File: src/rtl/board_shift_out.sv
// Serialises a snapshot of the game board MSB-first into an LED shift-register chain.
// Optional: BOARD_SHIFT_CHANGE_DETECT_EN suppresses frames whose board equals the last one sent.
module board_shift_out #(
    parameter int BOARD_W = 32,
    parameter int CLK_DIV = 2
) (
    input  logic               in_clka,
    input  logic               in_restart_n,
    input  logic [BOARD_W-1:0] in_board,
    input  logic               in_update,
    output logic               out_busy,
    output logic               out_sdata,
    output logic               out_sclk,
    output logic               out_latch,
    output logic               out_frame_done
);

    localparam int CNT_W = $clog2(BOARD_W);
    localparam int DIV_W = (CLK_DIV > 1) ? $clog2(CLK_DIV) : 1;

    typedef enum logic [2:0] {
        IDLE,
        SHIFT_LO,
        SHIFT_HI,
        LATCH,
        DONE
    } state_t;

    state_t             state_q, state_nx;
    logic [BOARD_W-1:0] shift_q, shift_nx;
    logic [CNT_W-1:0]   bit_cnt_q, bit_cnt_nx;
    logic [DIV_W-1:0]   div_cnt_q, div_cnt_nx;
    logic               pending_q, pending_nx;
    logic               div_end;
    logic               start_ok;
    logic               busy_nx, sdata_nx, sclk_nx, latch_nx, done_nx;

`ifdef BOARD_SHIFT_CHANGE_DETECT_EN
    logic [BOARD_W-1:0] shadow_q;
    logic               first_sent_q;
    logic               capture;

    assign start_ok = !first_sent_q || (in_board != shadow_q);
    assign capture  = start_ok &&
                      (((state_q == IDLE) && in_update) ||
                       ((state_q == DONE) && (pending_q || in_update)));

    always_ff @(posedge in_clka or negedge in_restart_n) begin
        if (!in_restart_n) begin
            shadow_q     <= '0;
            first_sent_q <= 1'b0;
        end else if (capture) begin
            shadow_q     <= in_board;
            first_sent_q <= 1'b1;
        end
    end
`else
    assign start_ok = 1'b1;
`endif

    assign div_end = (div_cnt_q == DIV_W'(CLK_DIV - 1));

    always_comb begin
        state_nx   = state_q;
        shift_nx   = shift_q;
        bit_cnt_nx = bit_cnt_q;
        div_cnt_nx = div_cnt_q;
        pending_nx = pending_q;

        case (state_q)
            IDLE: begin
                if (in_update && start_ok) begin
                    state_nx   = SHIFT_LO;
                    shift_nx   = in_board;
                    bit_cnt_nx = '0;
                    div_cnt_nx = '0;
                end
            end
            SHIFT_LO: begin
                pending_nx = pending_q | in_update;
                if (div_end) begin
                    div_cnt_nx = '0;
                    state_nx   = SHIFT_HI;
                end else begin
                    div_cnt_nx = div_cnt_q + DIV_W'(1);
                end
            end
            SHIFT_HI: begin
                pending_nx = pending_q | in_update;
                if (div_end) begin
                    div_cnt_nx = '0;
                    if (bit_cnt_q == CNT_W'(BOARD_W - 1)) begin
                        state_nx = LATCH;
                    end else begin
                        shift_nx   = {shift_q[BOARD_W-2:0], 1'b0};
                        bit_cnt_nx = bit_cnt_q + CNT_W'(1);
                        state_nx   = SHIFT_LO;
                    end
                end else begin
                    div_cnt_nx = div_cnt_q + DIV_W'(1);
                end
            end
            LATCH: begin
                pending_nx = pending_q | in_update;
                if (div_end) begin
                    div_cnt_nx = '0;
                    state_nx   = DONE;
                end else begin
                    div_cnt_nx = div_cnt_q + DIV_W'(1);
                end
            end
            DONE: begin
                // A request arriving in DONE itself merges into the pending one.
                pending_nx = 1'b0;
                if ((pending_q || in_update) && start_ok) begin
                    state_nx   = SHIFT_LO;
                    shift_nx   = in_board;
                    bit_cnt_nx = '0;
                    div_cnt_nx = '0;
                end else begin
                    state_nx = IDLE;
                end
            end
            default: state_nx = IDLE;
        endcase

        busy_nx  = (state_nx != IDLE);
        sclk_nx  = (state_nx == SHIFT_HI);
        latch_nx = (state_nx == LATCH);
        done_nx  = (state_nx == DONE);
        sdata_nx = ((state_nx == SHIFT_LO) || (state_nx == SHIFT_HI)) && shift_nx[BOARD_W-1];
    end

    // Outputs are registered from the next-state decode so they align with the state register.
    always_ff @(posedge in_clka or negedge in_restart_n) begin
        if (!in_restart_n) begin
            state_q        <= IDLE;
            shift_q        <= '0;
            bit_cnt_q      <= '0;
            div_cnt_q      <= '0;
            pending_q      <= 1'b0;
            out_busy       <= 1'b0;
            out_sdata      <= 1'b0;
            out_sclk       <= 1'b0;
            out_latch      <= 1'b0;
            out_frame_done <= 1'b0;
        end else begin
            state_q        <= state_nx;
            shift_q        <= shift_nx;
            bit_cnt_q      <= bit_cnt_nx;
            div_cnt_q      <= div_cnt_nx;
            pending_q      <= pending_nx;
            out_busy       <= busy_nx;
            out_sdata      <= sdata_nx;
            out_sclk       <= sclk_nx;
            out_latch      <= latch_nx;
            out_frame_done <= done_nx;
        end
    end

endmodule
File: config.mk
export PLATFORM = sky130hd
export DESIGN_NAME = board_shift_out
export DESIGN_NICKNAME = d
export VERILOG_FILES = /design/src/rtl/board_shift_out.sv
export SDC_FILE = /design/constraint.sdc
export NUM_CORES = 1
export LEC_CHECK = 0
export BUFFER_PORTS_ARGS = -buffer_cell sky130_fd_sc_hd__buf_2
export CORE_MARGIN = 2
export CORE_UTILIZATION = 25
export DETAILED_ROUTE_END_ITERATION = 7
export GPL_ROUTABILITY_DRIVEN = 0
export PLACE_DENSITY = 0.51
export SLEW_MARGIN = 5
export SYNTH_ARGS = -nofsm -noshare
export SYNTH_HDL_FRONTEND = slang
export SYNTH_SLANG_ARGS = --single-unit
File: constraint.sdc
create_clock -name in_clka -period 2.2 [get_ports in_clka]
set_clock_uncertainty 0.05 [all_clocks]
set_input_delay 0.44 -clock in_clka [delete_from_list [all_inputs] [get_ports in_clka]]
set_output_delay 0.44 -clock in_clka [all_outputs]
set_load 0.02 [all_outputs]
# Word level (Yosys, flattened, before mapping)
# Cells that the tools add are included.
# word_totals
register_bits	47
input_bits	35
output_inout_bits	5
word_cells	60
# op_classes
add_sub_neg	2
n_eq_ne	13
n_mux	22
bitwise	1
reduce_logical	11
# ops
op	n
$mux 32	4
$pmux 32 s3	1
$mux 5	4
$pmux 3 s5	1
$pmux 5 s3	1
$eq 3x2->1 const B	4
$mux 3	4
$reduce_bool 3->1	3
$ne 2x2->1 const B	4
$eq 3x1->1 const B	2
$eq 3x3->1 const B	2
$add 5x1->5 const B	1
$eq 5x5->1 const B	1
$reduce_and 5->1	1
$mux 1	4
$logic_not 3->1	1
$pmux 1 s3	1
$reduce_and 3->1	1
$reduce_or 3->1	1
$logic_or 1x1->1	2
$mux 2	1
$pmux 1 s2	1
$reduce_bool 2->1	1
$add 1x1->1 const B	1
other kinds (2)	2

# Logic depth before layout (Yosys ltp)
# logic_depth
word_depth	7
mapped_depth	8

# Worst setup path before layout
# Ideal clock, no wire load.
# synth_timing
path_type	register to register
startpoint	reg bit_cnt_q[0]
endpoint	reg bit_cnt_q[0]
arrival_time_ns	1.747
required_ns	2.025
slack_ns	0.278
path_stages_with_launch	7
path_buffers	1
period_less_slack_ns	1.922
path_cell_list	dfrtp_1 > ha_1 > and3_1 > ha_1 > o32a_1 > buf_6 > mux2_4
# synth_between
elab_chain_cells	4
elab_cells_between_ends	7
classes_between	add/sub: 1; eq/ne: 2; mux: 3; reduce/logical: 1
# synth_lines
element	line	text
start: declaration	31	logic [CNT_W-1:0] bit_cnt_q, bit_cnt_nx;
start signal: assignment	150	bit_cnt_q <= bit_cnt_nx;
$add 5x1->5	96	bit_cnt_nx = bit_cnt_q + CNT_W'(1);
$mux 5	92	if (bit_cnt_q == CNT_W'(BOARD_W - 1)) begin
$mux 5	90	if (div_end) begin
$pmux 5 s3	70	case (state_q)
# Several ways; a longest one is shown, not always the timed one. The select of a mux whose other input is x is not followed.
# A chain may end at the register's enable or synchronous reset.

# Worst setup path after layout
# layout_timing
startpoint	reg bit_cnt_q[0]
endpoint	reg out_sdata
# layout_between
elab_chain_cells	7
elab_cells_between_ends	11
classes_between	eq/ne: 3; mux: 6; reduce/logical: 2
# layout_lines
element	line	text
$eq 5x5->1 (*)	92	
$mux 2	92	
$mux 3	90	
$pmux 3 s5	70	
$eq 3x1->1 or $eq 3x2->1 (tied branches)	131	sdata_nx = ((state_nx == SHIFT_LO) || (state_nx == SHIFT_HI)) && shift_nx[BOARD_W-1];
$logic_or 1x1->1	131	
$logic_and 1x1->1 (*)	131	
net sdata_nx	36	logic busy_nx, sdata_nx, sclk_nx, latch_nx, done_nx;
end signal: assignment	154	out_sdata <= sdata_nx;
end: declaration	12	output logic out_sdata,
# Mark *: on every way through the listed nets, which the timed path passes. The rest lies on a longest branch. The select of a mux whose other input is x is not followed.

==> impl_metrics.ini <==
[status]
status = finished clean

[global_routing]
antenna_found_initial = 0
grt_pass1_vias = 1561
grt_max_degree = 27
grt_pass1_wl_microns = 7438
grt.total_usage_pct = 10.65
grt_overflow = 0

[clock_tree]
path_clk_slew_ps = 90
postCtsHoldBufs = 0
clk_latency_ps = 300
cts_root_buffer = clkbuf_8
postCtsSetupBuffers = 0
cts.sinks = 47
cts_tree = done
cts.repair.resized = 0
clockBufferDepth = 2
cts_buffers = 5
htree_levels = 2

[floorplan]
fp.dieArea_sq_mm = 0.009022
ioPinCount = 40
die-height_microns = 94.99
coreArea_sq_mm = 0.008134
num_rows = 33
dieWidth_microns = 94.99
start_util_pct = 25.44

[synthesis]
ys_types = 27
yosysSeqAreaShare_pct = 56.83
ys_seq_elements = 47
netlist_instances = 203
yosysWarningCount = 0
syn-num-nets = 240
syn_area_per_cell_sq_um = 10.19
syn_area_sq_mm = 0.002069

[timing]
fin_crit_ps = 1962
max_freq_mhz = 509.7
min_period_over_period_pct = 89.18
slew_headroom_pct = 64.87
hold_viol = 0
rsz0062_at_grt = no
worst_pin_slew_ps = 526.9
fin_tns_setup_ps = 0
setup_viol = 0
maxSlewViolCount = 0

[worst_setup_path]
reg2reg_slack_ps = 240
path_delay_family = compound AO/OA/AOI/OAI gates
crit_top_cell = ha_1
worst-setup-path-type = flop to flop
cp_max_fo = 24
reg2reg_from = bit_cnt_q[0]
slowest_delay_ps = 420
cp-start-kind = flop
cpMaxStageDelayCell = dfrtp_1
r2r_end = out_sdata
rr_worst_depth = 7
arrival_ps = 2080
cp_num_buf_inv = 1
critPathRequiredTime_ps = 2320
cp-end-kind = flop
crit_chain = ha_1 -> and3_1 -> ha_1 -> o32a_1 -> buf_4 -> nand2_1 -> o31ai_1

[placed_design]
hpwl_microns = 3121
io_buffer_count = 39

[power_and_ir_drop]
peakVddDrop_mv = 0.3235
p_leak_uw = 0.001259
powerDensity_mw_per_mm2 = 653.3

[route]
drt_iter0_drc = 106
wl_per_cell_microns = 12.49
routed_via_density = 4.392
drc = 0
wirelength_microns = 4396
dr.pass1.iters = 4
vias = 1546
ant_nets = 0

[cells_and_area]
antennaDiodeCount = 0
nFillCells = 845
final_nets = 283
fin_util_pct = 30.30
syn_to_final_growth_pct = 19.10
final_common_cell = nand2_1
drive_gt1_share_pct = 25.51
most-common-layout-cells = nand2_1, dfrtp_1, buf_2, a22oi_1, buf_4

[flow_run]
drv_cap = 0

[min_path]
hp-class = input port to async pin
==> how the worst max path moves through the flow <==
stage | to | cells after the start | from
floorplan | bit_cnt_q[0] | 6 | bit_cnt_q[0]
global placement | bit_cnt_q[0] | 6 | bit_cnt_q[0]
detailed placement | out_sdata | 7 | bit_cnt_q[0]
CTS | out_sdata | 7 | bit_cnt_q[0]
global route | out_sdata | 7 | bit_cnt_q[0]
finish | out_sdata | 7 | bit_cnt_q[0]
==> cell usage after synthesis <==
| cell type | n | area (sq um) |
|---|---|---|
| o21ba_2 | 1 | 10.01 |
| o31ai_1 | 1 | 7.510 |
| nor2_2 | 1 | 6.260 |
| buf_4 | 3 | 22.52 |
| nand2b_4 | 1 | 13.76 |
| dfrtp_1 | 47 | 1176 |
| nor4_1 | 1 | 6.260 |
| mux2_4 | 1 | 15.01 |
| inv_1 | 2 | 7.510 |
| buf_6 | 5 | 56.30 |
| nand2_1 | 70 | 262.8 |
| nand2b_1 | 4 | 25.02 |
| buf_2 | 4 | 20.02 |
| nor2_1 | 5 | 18.77 |
| nor3_4 | 1 | 16.27 |
| a21oi_1 | 5 | 25.02 |
| a22oi_1 | 31 | 232.7 |
| mux2i_1 | 1 | 10.01 |
| o21ai_0 | 4 | 20.02 |
| and3_1 | 1 | 6.260 |
| a22o_1 | 3 | 26.28 |
| xnor2_1 | 1 | 8.760 |
| ha_1 | 2 | 25.02 |
| nand3_1 | 2 | 10.01 |
| nor2b_1 | 3 | 18.77 |
| o32a_1 | 1 | 10.01 |
| or2_2 | 2 | 12.51 |
==> worst reg2reg max path: stages (launching register included) <==
cell and delay (ps):
dfrtp_1 420, ha_1 210, and3_1 180, ha_1 180, o32a_1 370, buf_4 220
nand2_1 110, o31ai_1 90
==> power breakdown <==
group	internal, uW	switching (uW)
sequential	902	22.8
clock	224	303
combinational	70.1	87.8
total	1200	413
==> stage by stage <==
stage          total power [uW]  worst slack, ps  hold WS [ps]  std cells  area, sq um
6_report                   1610            238.0         54.91        352         2465
5_1_grt                    1704            89.54         87.13        352         2465
2_1_floorplan              1032            278.3         94.41        203         2069
3_5_place_dp               1104            249.4         403.5        344         2377
3_3_place_gp               1104            264.9         407.7        344         2377
4_1_cts                    1640            233.7         67.03        352         2465
==> registers in the layout, indices dropped and copies added (netlist names) <==
| signal | flops |
|---|---|
| out_sdata | 1 |
| state_q | 3 |
| pending_q | 1 |
| out_frame_done | 1 |
| div_cnt_q | 1 |
| out_sclk | 1 |
| out_busy | 1 |
| bit_cnt_q | 5 |
| shift_q | 32 |
| out_latch | 1 |
==> logic make-up (layout without fill, tap and decap cells) <==
family | after synthesis | in the layout | synth area share, %
simple gates | 91 | 91 | 19.17
flops | 47 | 47 | 56.83
compound gates | 46 | 46 | 16.02
buf+inv | 14 | 58 | 5.139
fa+ha+maj | 2 | 2 | 1.209
mux | 2 | 2 | 1.209
xor+xnor | 1 | 1 | 0.4233
==> final cells by class <==
class / instances / area, sq um / share of cell area, %
Clock buffer: 5 / 68.82 / 2.792
Clock inverter: 3 / 18.77 / 0.7614
Inverter: 2 / 7.507 / 0.3046
Multi-Input combinational cell: 142 / 787.0 / 31.93
Sequential cell: 47 / 1176 / 47.72
Tap cell: 105 / 131.4 / 5.330
Timing Repair Buffer: 48 / 275.3 / 11.17
==> metal layers <==
layer / wire length (microns) / global-route usage, %
met1: 2299 / 16.45
met2: 1868 / 14.42
met3: 210 / 2.634
met4: 17 / 3.261
met5: 0 / 0
No activity file was read; power rests on OpenSTA's default activity.
